==> src/rtl/ps2_line_if.sv <==
// Bus between the PS/2 keyboard receiver, the line assembler and the
// screen-line tracker. The receiver/bench side drives scan codes (master).
// The assembler drives the line and its status (slave).
interface ps2_line_if;
  logic [7:0]   ps2_key_data;
  logic         ps2_key_pressed;
  logic [255:0] ps2_line_content;
  logic         ps2_line_ready;
  logic [5:0]   cursor_pos;

  modport master (
    output ps2_key_data,
    output ps2_key_pressed,
    input  ps2_line_content,
    input  ps2_line_ready,
    input  cursor_pos
  );

  modport slave (
    input  ps2_key_data,
    input  ps2_key_pressed,
    output ps2_line_content,
    output ps2_line_ready,
    output cursor_pos
  );
endinterface

==> src/rtl/ps2_line_assembler.sv <==
// PS/2 set-2 line assembler: decodes make/break/extended prefixes and builds
// an editable uppercase ASCII command line. Enter commits the line with a
// one-cycle ready strobe, then the line clears.
//
// state   | meaning
// IDLE    | waiting for a make code, prefix or Enter
// BRK     | F0 seen, next byte is a key release and is discarded
// EXT     | E0 seen, next byte is an extended key (unsupported) or F0
// EXT_BRK | E0 F0 seen, next byte is discarded
// COMMIT  | line_ready high for this cycle; line clears on the next edge
module ps2_line_assembler #(
  parameter int         LINE_CHARS = 32,
  parameter logic [7:0] EMPTY_CHAR = 8'h00
) (
  input logic         clock,
  input logic         reset,
  ps2_line_if.slave   bus
);

  localparam int IDX_W = $clog2(LINE_CHARS);

  typedef enum logic [2:0] {
    IDLE,
    BRK,
    EXT,
    EXT_BRK,
    COMMIT
  } state_t;

  state_t             state, state_next;
  logic [7:0]         slots [LINE_CHARS];
  logic [5:0]         cursor, cursor_next;
  logic               wr_en, clear;
  logic [IDX_W-1:0]   wr_idx;
  logic [7:0]         wr_char;
  logic [8:0]         map;

  // Scan code to {valid, ascii}; anything not listed is unmapped.
  function automatic logic [8:0] decode(input logic [7:0] code);
    case (code)
      8'h1C: decode = {1'b1, 8'h41}; 8'h32: decode = {1'b1, 8'h42};
      8'h21: decode = {1'b1, 8'h43}; 8'h23: decode = {1'b1, 8'h44};
      8'h24: decode = {1'b1, 8'h45}; 8'h2B: decode = {1'b1, 8'h46};
      8'h34: decode = {1'b1, 8'h47}; 8'h33: decode = {1'b1, 8'h48};
      8'h43: decode = {1'b1, 8'h49}; 8'h3B: decode = {1'b1, 8'h4A};
      8'h42: decode = {1'b1, 8'h4B}; 8'h4B: decode = {1'b1, 8'h4C};
      8'h3A: decode = {1'b1, 8'h4D}; 8'h31: decode = {1'b1, 8'h4E};
      8'h44: decode = {1'b1, 8'h4F}; 8'h4D: decode = {1'b1, 8'h50};
      8'h15: decode = {1'b1, 8'h51}; 8'h2D: decode = {1'b1, 8'h52};
      8'h1B: decode = {1'b1, 8'h53}; 8'h2C: decode = {1'b1, 8'h54};
      8'h3C: decode = {1'b1, 8'h55}; 8'h2A: decode = {1'b1, 8'h56};
      8'h1D: decode = {1'b1, 8'h57}; 8'h22: decode = {1'b1, 8'h58};
      8'h35: decode = {1'b1, 8'h59}; 8'h1A: decode = {1'b1, 8'h5A};
      8'h45: decode = {1'b1, 8'h30}; 8'h16: decode = {1'b1, 8'h31};
      8'h1E: decode = {1'b1, 8'h32}; 8'h26: decode = {1'b1, 8'h33};
      8'h25: decode = {1'b1, 8'h34}; 8'h2E: decode = {1'b1, 8'h35};
      8'h36: decode = {1'b1, 8'h36}; 8'h3D: decode = {1'b1, 8'h37};
      8'h3E: decode = {1'b1, 8'h38}; 8'h46: decode = {1'b1, 8'h39};
      8'h29: decode = {1'b1, 8'h20}; 8'h4E: decode = {1'b1, 8'h2D};
      8'h41: decode = {1'b1, 8'h2C}; 8'h49: decode = {1'b1, 8'h2E};
      default: decode = 9'h000;
    endcase
  endfunction

  // State register.
  always_ff @(posedge clock) begin
    if (reset) state <= IDLE;
    else       state <= state_next;
  end

  // Next state and line edit decision for this cycle's byte.
  always_comb begin
    state_next  = state;
    cursor_next = cursor;
    wr_en       = 1'b0;
    wr_idx      = '0;
    wr_char     = EMPTY_CHAR;
    clear       = 1'b0;
    map         = decode(bus.ps2_key_data);
    case (state)
      IDLE: begin
        if (bus.ps2_key_pressed) begin
          if (bus.ps2_key_data == 8'hF0) begin
            state_next = BRK;
          end else if (bus.ps2_key_data == 8'hE0) begin
            state_next = EXT;
          end else if (bus.ps2_key_data == 8'h5A) begin
            state_next = COMMIT;
          end else if (bus.ps2_key_data == 8'h66) begin
            if (cursor != 6'd0) begin
              cursor_next = cursor - 6'd1;
              wr_en       = 1'b1;
              wr_idx      = IDX_W'(cursor - 6'd1);
            end
          end else if (map[8] && (cursor < 6'(LINE_CHARS))) begin
            cursor_next = cursor + 6'd1;
            wr_en       = 1'b1;
            wr_idx      = IDX_W'(cursor);
            wr_char     = map[7:0];
          end
        end
      end
      BRK, EXT_BRK: begin
        if (bus.ps2_key_pressed) state_next = IDLE;
      end
      EXT: begin
        if (bus.ps2_key_pressed)
          state_next = (bus.ps2_key_data == 8'hF0) ? EXT_BRK : IDLE;
      end
      COMMIT: begin
        // Bytes arriving here are dropped; the line is emptied next edge.
        clear      = 1'b1;
        state_next = IDLE;
      end
      default: state_next = IDLE;
    endcase
  end

  // Character slots and cursor.
  always_ff @(posedge clock) begin
    if (reset || clear) begin
      for (int k = 0; k < LINE_CHARS; k++) slots[k] <= EMPTY_CHAR;
      cursor <= 6'd0;
    end else begin
      if (wr_en) slots[wr_idx] <= wr_char;
      cursor <= cursor_next;
    end
  end

  // Pack slots onto the line bus (char 0 in the top byte); the ready pulse
  // is masked by reset so a reset landing in COMMIT cancels it.
  always_comb begin
    bus.ps2_line_content = '0;
    for (int k = 0; k < LINE_CHARS; k++)
      bus.ps2_line_content[(LINE_CHARS-1-k)*8 +: 8] = slots[k];
    bus.ps2_line_ready = (state == COMMIT) && !reset;
    bus.cursor_pos     = cursor;
  end

endmodule

==> src/flat_wrapper.sv <==
// flat-port wrapper written by rule: the top's interface ports become plain ports
module ps2_line_assembler_flat 
#(
  parameter int         LINE_CHARS = 32,
  parameter logic [7:0] EMPTY_CHAR = 8'h00
)
  (clock, reset, bus_ps2_key_data, bus_ps2_key_pressed, bus_ps2_line_content, bus_ps2_line_ready, bus_cursor_pos);
  ps2_line_if bus_i ();
  input logic clock;
  input logic reset;
  input wire logic [$bits(bus_i.ps2_key_data)-1:0] bus_ps2_key_data;
  input wire logic [$bits(bus_i.ps2_key_pressed)-1:0] bus_ps2_key_pressed;
  output wire logic [$bits(bus_i.ps2_line_content)-1:0] bus_ps2_line_content;
  output wire logic [$bits(bus_i.ps2_line_ready)-1:0] bus_ps2_line_ready;
  output wire logic [$bits(bus_i.cursor_pos)-1:0] bus_cursor_pos;
  assign bus_i.ps2_key_data = bus_ps2_key_data;
  assign bus_i.ps2_key_pressed = bus_ps2_key_pressed;
  assign bus_ps2_line_content = bus_i.ps2_line_content;
  assign bus_ps2_line_ready = bus_i.ps2_line_ready;
  assign bus_cursor_pos = bus_i.cursor_pos;
  ps2_line_assembler #(.LINE_CHARS(LINE_CHARS), .EMPTY_CHAR(EMPTY_CHAR)) u_core (.clock(clock), .reset(reset), .bus(bus_i));
endmodule
==> config.mk <==
export PLATFORM = sky130hd
export DESIGN_NAME = ps2_line_assembler_flat
export DESIGN_NICKNAME = d
export VERILOG_FILES = /design/src/rtl/ps2_line_if.sv /design/src/rtl/ps2_line_assembler.sv /design/src/flat_wrapper.sv
export SDC_FILE = /design/constraint.sdc
export NUM_CORES = 1
export LEC_CHECK = 0
export ABC_AREA = 1
export BUFFER_PORTS_ARGS = -buffer_cell sky130_fd_sc_hd__buf_2
export CORE_ASPECT_RATIO = 1.5
export CORE_UTILIZATION = 30
export CTS_BUF_LIST = sky130_fd_sc_hd__clkbuf_8
export CTS_CLUSTER_DIAMETER = 60
export DETAILED_ROUTE_END_ITERATION = 8
export SYNTH_ARGS = -nofsm -noshare
export SYNTH_HDL_FRONTEND = slang
export SYNTH_SLANG_ARGS = --single-unit
==> constraint.sdc <==
create_clock -name clock -period 3.4 [get_ports clock]
set_input_delay 0.68 -clock clock [delete_from_list [all_inputs] [get_ports clock]]
set_output_delay 0.68 -clock clock [all_outputs]
set_load 0.02 [all_outputs]
==> metrics.md <==
| Metric | Value |
|---|---|
| Result of the run | `finished, final reports clean` |
| Worst hold path class | `in -> reg` |
| Max-slew violations | `0` |
| First-pass GRT wire length | `43200 µm` |
| Die span in x | `152 µm` |
| Post-CTS Setup Bufs | `0` |
| Critical Path Slowest Stage Cell | `nor2_8` |
| Initial Util | `30.7%` |
| Worst Path Max Fanout | `8` |
| Post-route setup TNS | `0 ps` |
| Number of synthesized register bits | `233` |
| Via total after detailed routing | `7495` |
| Clock net sink count | `233` |
| Total number of nets in the final design | `1162` |
| Cell variety after synth | `40` |
| Final number of hold-violating endpoints | `0` |
| Clk_lat worst skew | `560 ps` |
| Delay of the slowest cell on the worst path | `410 ps` |
| Floorplan die height | `226 µm` |
| CTS H-tree lvls | `2` |
| Final core occ | `38.5%` |
| Maximum number of pins on one net before global-route repair | `51` |
| Number of warning messages in the yosys log | `0` |
| Instance area at placement | `11900 µm²` |
| Most used cell along the critical path | `nand2_1` |
| Number of enable flip-flop cells after synthesis | `224` |
| Gate count after technology mapping | `860` |
| Critical Path Source Type | `input port` |
| Number of cells upsized or downsized after cts | `0` |
| Clock tree root driver cell | `clkbuf_8` |
| Area taken by flip-flops and latches | `6910 µm²` |
| Vias per inst | `4.73` |
| Number of input and output port buffers inserted | `241` |
| Initial antenna violation count | `0` |
| First drt pass iteration count | `5` |
| Final Worst Setup Slack | `470 ps` |
| Average wire length per cell after detail routing | `18.8 µm` |
| Fraction of layout instances using a drive strength above 1 | `34.3%` |
| Number of buffers inserted by hold repair at cts | `0` |
| Final setup vio count | `0` |
| Number of cells on the worst hold path | `4` |
| Crit Path Category | `in -> reg` |
| # IOs | `274` |
| Fmax | `341 MHz` |
| Share of the clock period used by the worst path after layout | `86.2%` |
| GPL Wtd Cong | `0.887` |
| Maximum clock path buffer count | `3` |
| Gr ovfl total | `0` |
| Area of the multi-input gates | `2770 µm²` |
| Initial detailed-routing violation count | `406` |
| CP Data Required Time | `3600 ps` |
| Number of routed nets with antenna violations | `0` |
| RSZ-0062 raised after global routing | `false` |
| Max-cap check violation count | `0` |
| Sequential element share of the synthesized area | `68.6%` |
| Number of buffers inserted during clock tree synthesis | `37` |
| Detailed placer's ending HPWL | `21300 µm` |
| DP Cell Count | `1517` |
| Leakage power figure | `5.25 nW` |
| Post-Layout Inst Area | `12600 µm²` |
| Fin crit period | `2930 ps` |
| Aggregate global-route resource usage | `17.2%` |
| Most used flip-flop cell after synthesis | `edfxtp_1` |
| Number of cells in the finished layout apart from fillers | `1583` |
| Cell Area, Synth | `10100 µm²` |
| Antenna fix cells | `0` |
| Endpoint kind of the worst setup timing path | `flip-flop` |
| Synthesis-to-finish area growth | `25.4%` |
| Fillers | `3247` |
| DRC violations left | `0` |
| Syn Area/Cell | `11.7 µm²` |
| Peak supply drop | `221 µV` |
| Area of the die | `34300 µm²` |
| CTS tree | `built` |
| Async S/R FF share, synth | `0%` |
| Wirelength, routed | `29700 µm` |
| Worst R2R Path Depth | `12` |
| Pre-CTS setup slack | `-105 ps` |
| Num rows | `81` |
| Sequence of cells on the critical path | `buf_2, inv_1, ha_1, nand2_2, nand3_1, nand3_1, a21oi_2, nand2_1, nand2_1, nand2_2, clkinv_2, nand2_4, nor2_8, nand2_4, nand2_1` |
| Via count of the first global-routing pass | `7381` |
| Clock transition at the register clock pins on the worst setup and hold paths after CTS | `80 ps` |
| WP data arrival | `3130 ps` |
| Final Skew | `34.3 ps` |
| P per Cell Area | `493 nW/µm²` |
| Core box area | `32800 µm²` |
## routing by layer
layer	vias to the layer above	share of wire (%)	GRT usage, %
met1	3637	35	17.6
met4	0	4.3	8.27
li1	3491	-	-
met5	-	0	0
met2	299	55	33.4
met3	68	5.2	2.37
## placed cells by master, fill, tap and decap left out, drive strengths merged, types with 2 or more instances in the layout
| cell type | instances |
|---|---|
| buf | 280 |
| edfxtp | 224 |
| nor2 | 194 |
| nand2 | 125 |
| nor3 | 63 |
| inv | 53 |
| clkbuf | 39 |
| nand3 | 37 |
| o21ai | 37 |
| conb | 32 |
| a21oi | 28 |
| ha | 10 |
| dfxtp | 9 |
| clkinv | 7 |
| nand4 | 5 |
| o211ai | 5 |
| xor2 | 5 |
| bufinv | 3 |
| o22ai | 2 |
| o31ai | 2 |
## sequential cells by signal, indices dropped and copies added, names as in the netlist
name                   count
u_core.state               3
u_core.bus.cursor_pos      6
u_core.slots             224
## power breakdown
part,total (mW),switching (mW),internal [mW]
combinational,0.544,0.409,0.135
clock,2.42,1.11,1.31
sequential,3.27,0.0371,3.23
total,6.23,1.56,4.67
## kinds of logic (layout without fill, tap and decap cells)
family | count (synthesis) | after routing | share of synthesized area [%]
buffers and inverters | 106 | 383 | 5.30
adder cells (fa/ha/maj) | 10 | 10 | 1.24
AO/OA/AOI/OAI | 78 | 78 | 4.25
flip-flops | 233 | 233 | 68.6
AND/OR/NAND/NOR | 426 | 426 | 20.1
XOR/XNOR | 6 | 6 | 0.522
other | 1 | 32 | 0.0372
## critical path: cells and delay by family
kind,cells,cell delay [ps]
AOI/OAI and AO/OA,1,230
buffers and inverters,3,350
adders and majority gates,1,330
and+or+nand+nor,10,1520
## metrics by stage
step / hold slack, ps / power (mW)
2_1_floorplan: 459 / 3.69
3_3_place_gp: 483 / 3.87
3_5_place_dp: 488 / 3.88
4_1_cts: 437 / 6.29
5_1_grt: 482 / 6.43
6_report: 465 / 6.23
## area by class of cell
class	count	share of cell area, %
Inverter	37	1.11
Tap cell	415	4.11
Sequential cell	233	54.7
Multi-Input combinational cell	552	21.9
Clock inverter	27	1.64
Timing Repair Buffer	280	12.3
Clock buffer	39	4.25
## final timing paths
check                                         startpoint             endpoint  slack [ps]
worst max-delay path                 bus_ps2_key_data[0]  u_core.slots[16][6]         470
worst min-delay path                               reset      u_core.state[2]         470
worst max register to register  u_core.bus.cursor_pos[0]   u_core.slots[6][0]         520
worst min register to register           u_core.state[0]      u_core.state[0]         500
## synthesized netlist by cell type, drive strengths merged, types with 2 or more instances
cell | number | area [µm²]
nor2 | 194 | 797
o22ai | 2 | 12.5
o21ai | 37 | 185
nand4 | 5 | 31.3
o31ai | 2 | 15.0
nand2 | 125 | 609
o211ai | 5 | 37.5
nor3 | 63 | 365
nand3 | 37 | 205
clkbuf | 27 | 101
edfxtp | 224 | 6730
ha | 10 | 125
xor2 | 5 | 43.8
buf | 42 | 293
dfxtp | 9 | 180
a21oi | 28 | 144
inv | 36 | 135
Power figures use the tool's default switching activity.
